==> src/rtl/multiplicador_shift_add.sv <==
`default_nettype none
// ============================================================================
// Module  : multiplicador_shift_add
// Brief   : Sequential shift-add multiply-accumulate, P = Q*B + R, one Q bit
//           per clock, with start/busy/done handshake.
// Rev     : 1.0  initial release
// ============================================================================
module multiplicador_shift_add #(
  parameter int WIDTH = 7
) (
  input  logic               clk,
  input  logic               rst,
  input  logic               start,
  input  logic [WIDTH-1:0]   Q_in,
  input  logic [WIDTH-1:0]   B_in,
  input  logic [WIDTH-1:0]   R_in,
  output logic [2*WIDTH-1:0] P,
  output logic               busy,
  output logic               done
);

  localparam int CNT_W = $clog2(WIDTH + 1);
  localparam logic [CNT_W-1:0] c_last = CNT_W'(WIDTH - 1);

  typedef enum logic [1:0] {
    S_IDLE = 2'd0,
    S_CALC = 2'd1,
    S_DONE = 2'd2
  } state_t;

  state_t             r_state, w_state_n;
  logic [2*WIDTH-1:0] r_acc, w_acc_n;
  logic [2*WIDTH-1:0] r_mcand, w_mcand_n;
  logic [WIDTH-1:0]   r_mplier, w_mplier_n;
  logic [CNT_W-1:0]   r_cnt, w_cnt_n;
  logic [2*WIDTH-1:0] r_p, w_p_n;
  logic               r_busy, w_busy_n;
  logic               r_done, w_done_n;
  logic [2*WIDTH-1:0] w_sum;

  // Maximum Q*B+R fits in 2*WIDTH bits, so the carry-out is never needed.
  assign w_sum = r_acc + (r_mplier[0] ? r_mcand : '0);

  always_ff @(posedge clk or negedge rst) begin
    if (!rst) begin
      r_state  <= S_IDLE;
      r_acc    <= '0;
      r_mcand  <= '0;
      r_mplier <= '0;
      r_cnt    <= '0;
      r_p      <= '0;
      r_busy   <= 1'b0;
      r_done   <= 1'b0;
    end else begin
      r_state  <= w_state_n;
      r_acc    <= w_acc_n;
      r_mcand  <= w_mcand_n;
      r_mplier <= w_mplier_n;
      r_cnt    <= w_cnt_n;
      r_p      <= w_p_n;
      r_busy   <= w_busy_n;
      r_done   <= w_done_n;
    end
  end

  always_comb begin
    w_state_n  = r_state;
    w_acc_n    = r_acc;
    w_mcand_n  = r_mcand;
    w_mplier_n = r_mplier;
    w_cnt_n    = r_cnt;
    w_p_n      = r_p;
    w_busy_n   = r_busy;
    w_done_n   = r_done;

    case (r_state)
      S_IDLE, S_DONE: begin
        if (start) begin
          w_acc_n    = {{WIDTH{1'b0}}, R_in};
          w_mcand_n  = {{WIDTH{1'b0}}, B_in};
          w_mplier_n = Q_in;
          w_cnt_n    = '0;
          w_busy_n   = 1'b1;
          w_done_n   = 1'b0;
          w_state_n  = S_CALC;
        end
      end
      S_CALC: begin
        w_acc_n    = w_sum;
        w_mcand_n  = r_mcand << 1;
        w_mplier_n = r_mplier >> 1;
        w_cnt_n    = r_cnt + CNT_W'(1);
        if (r_cnt == c_last) begin
          w_p_n     = w_sum;
          w_busy_n  = 1'b0;
          w_done_n  = 1'b1;
          w_state_n = S_DONE;
        end
      end
      default: begin
        w_state_n = S_IDLE;
        w_busy_n  = 1'b0;
        w_done_n  = 1'b0;
      end
    endcase
  end

  assign P    = r_p;
  assign busy = r_busy;
  assign done = r_done;

endmodule
`default_nettype wire

==> config.mk <==
export PLATFORM = sky130hd
export DESIGN_NAME = multiplicador_shift_add
export DESIGN_NICKNAME = d
export VERILOG_FILES = /design/src/rtl/multiplicador_shift_add.sv
export SDC_FILE = /design/constraint.sdc
export NUM_CORES = 1
export LEC_CHECK = 0
export CORE_UTILIZATION = 45
export CTS_BUF_LIST = sky130_fd_sc_hd__clkbuf_2 sky130_fd_sc_hd__clkbuf_4 sky130_fd_sc_hd__clkbuf_8
export DETAILED_ROUTE_END_ITERATION = 8
export PLACE_DENSITY_LB_ADDON = 0.15
export REMOVE_ABC_BUFFERS = 1
export SYNTH_ARGS = -nofsm -noshare
export SYNTH_HDL_FRONTEND = slang
export SYNTH_SLANG_ARGS = --single-unit
==> constraint.sdc <==
create_clock -name clk -period 3.1 [get_ports clk]
set_clock_uncertainty 0.2 [all_clocks]
set_input_delay 0.31 -clock clk [delete_from_list [all_inputs] [get_ports clk]]
set_output_delay 0.31 -clock clk [all_outputs]
set_load 0.02 [all_outputs]
==> out/metrics.csv <==
metric;value;unit
outcome;finished clean;
ys_types;37;
drc;0;
firstDrtPassIters;4;
synth_warnings;0;
fmax;0.369;GHz
netSwitchingFraction;0.442;
fin_crit_sh;0.874;
seqPwrFrac;0.320;
finalWorstSetupSlack;0.392;ns
powerDensity;1190;nW/um2
chipHeight;82.0;um
hold-worst-slack;0.289;ns
grt_pass1_wl;10200;um
worst_pin_slew;0.827;ns
pwr-share-comb;0.583;
cts_tree;yes;
cp-endpoint;P[13]$_DFFE_PN0P_;
antenna_found_initial;0;
maxSlewHeadroom;0.448;
p_leak;1.55;nW
postRouteAntennaNets;0;
rsz0062_at_grt;no;
core.rowCount;28;
syn_area;2880;um2
drtIter0Drc;120;
path_class;flip-flop to flip-flop;
synth_top_area_share;0.478;
ff2ff_path_depth;8;
die_area;6720;um2
switchingPower;1.80;mW
initial_core_util;0.475;
ys_seq_area_frac;0.478;
cp.arrival;2.71;ns
place.gp.congestion;0.811;
final_util;0.563;
postLayoutCellArea;3410;um2
grt_max_degree;56;
synthTopCellsByArea;dfrtp_1 48%, nand2_1 8.6%, ha_1 6.5%;
drv_slew;0;
io_pins;40;
totalPowerFinal;4.08;mW
crit_path_end_kind;flip-flop;
path_max_fanout;15;
place_area;3320;um2
fin_cells;419;
die_x;82.0;um
crit_start;r_mplier[0]$_DFFE_PN0P_;
final.min_clock_period;2.71;ns
place_inst;410;
synth_commonest_cells;66 x nand2_1, 55 x dfrtp_1, 22 x o21ai_0;
syn_area_per_cell;9.35;um2
yosys.area.top_type;dfrtp_1;
irDropWorstVdd;0.000518;V
cp-start-kind;flip-flop;
num_vias;2225;
hold_viol_final;0;
routedWlPerCell;14.5;um
vias_per_cell;5.31;
min_path_type;flip-flop to flip-flop;
synth-edff-count;0;
cts_sinks;55;
setup_viol;0;
cts_made_buffers;5;
track_usage;0.203;
grt_pass1_vias;2096;
ys_seq_elements;55;
required;3.10;ns
portBuffers;39;
pre_cts_slack;0.415;ns
syn_to_final_growth;18.6;%
cts_root_buffer;clkbuf_8;
setup_tns;0;ns
drive_gt1_frac;0.0610;
gr-total-overflow;0;
hold_buffers;1;
routed_wl;6060;um
reg2reg_slack;0.39;ns
internal_power;2.27;mW
worstSkewPairLatency;0.31;ns
clkPwrFrac;0.097;
worstReg2RegEnd;P[13]$_DFFE_PN0P_;
postCtsSetupRepairBufs;0;
postCtsResizedCells;0;
clkTransAtPathRegs;0.10;ns
synth_most_common_cell;nand2_1;
nets;383;
core-area;6060;um2
h-tree-depth;2;
diodes;0;
synth_flop_cell;dfrtp_1;
place_hpwl;4250;um
ys_async_sr_fraction;1.00;
clock_path_buffers;2;
max-cap-violations;0;
r2r-start;r_mplier[0]$_DFFE_PN0P_;
syn_inst;308;
-- power groups by stage --
| stage | sequential [mW] | clock, mW | combinational (mW) |
|---|---|---|---|
| 3_3_place_gp | 1.31 | 0 | 2.34 |
| 2_1_floorplan | 1.36 | 0 | 1.62 |
| 5_1_grt | 1.36 | 0.436 | 2.67 |
| 3_5_place_dp | 1.32 | 0 | 2.37 |
| 4_1_cts | 1.31 | 0.405 | 2.39 |
| 6_report | 1.30 | 0.395 | 2.38 |
-- worst min path at each step --
| stage | slack [ns] | cells after the start | from | endpoint |
|---|---|---|---|---|
| after CTS | 0.30 | 2 | P[1]$_DFFE_PN0P_ | P[1]$_DFFE_PN0P_ |
| after global placement | 0.26 | 2 | P[9]$_DFFE_PN0P_ | P[9]$_DFFE_PN0P_ |
| after detailed placement | 0.27 | 2 | P[5]$_DFFE_PN0P_ | P[5]$_DFFE_PN0P_ |
| after floorplan | -0.19 | 0 | rst | P[0]$_DFFE_PN0P_ |
| final | 0.29 | 2 | P[1]$_DFFE_PN0P_ | P[1]$_DFFE_PN0P_ |
| after global routing | 0.32 | 2 | r_acc[11]$_DFFE_PN0P_ | r_acc[11]$_DFFE_PN0P_ |
-- metal layers --
layer  part of all wire  wire length (um)  GRT usage  vias up
met4              0.010                63     0.0526        0
met3              0.033               197     0.0367        6
met5                  0                 0          0        -
met1               0.52              3140      0.295     1044
li1                   -                 -          -     1130
met2               0.44              2660      0.310       45
-- cells in the final DEF, fill, tap and decap left out, drive strengths merged, types with 7 or more instances in the layout --
| cell type | netlist | final |
|---|---|---|
| ha | 15 | 15 |
| a22o | 10 | 10 |
| and2 | 13 | 13 |
| buf | 6 | 7 |
| nand2 | 66 | 66 |
| dfrtp | 55 | 55 |
| a31oi | 14 | 14 |
| a21oi | 14 | 14 |
| xnor2 | 8 | 8 |
| nor2 | 20 | 20 |
| o21ai | 24 | 24 |
| clkdlybuf4s50 | 0 | 38 |
-- cells by family (layout without fill, tap and decap cells) --
logic type                 count (synthesis)  after routing  synth area share
AOI/OAI and AO/OA                         79             79             0.179
adders and majority gates                 16             16            0.0721
muxes                                      3              3            0.0113
xor gates and xnor gates                  14             14            0.0426
and+or+nand+nor                          118            118             0.181
buffers and inverters                     23             59            0.0365
DFF                                       55             55             0.478
-- final cells by class --
| class | instances | area (um2) |
|---|---|---|
| inverter | 5 | 18.8 |
| sequential | 55 | 1380 |
| clock buffer | 5 | 68.8 |
| multi-input combinational | 230 | 1400 |
| timing repair buffer | 46 | 440 |
| clock inverter | 3 | 15.0 |
| fill | 585 | 2650 |
| tap | 75 | 93.8 |
-- registers in the layout (all words and copies together) (netlist names) --
signal,flops
P,14
r_acc,14
r_mcand,14
r_mplier,7
busy,1
r_state,1
r_cnt,3
done,1
-- worst max-delay path, stage by stage (launching register included) --
cell and delay [ns]:
dfrtp_1 0.52, and2_1 0.21, ha_1 0.35, a21o_1 0.22, a31o_2 0.22, o2111ai_1 0.27, o211ai_1 0.16, xnor2_1 0.17
mux2_2 0.26
No activity file was read; power rests on OpenSTA's default activity.
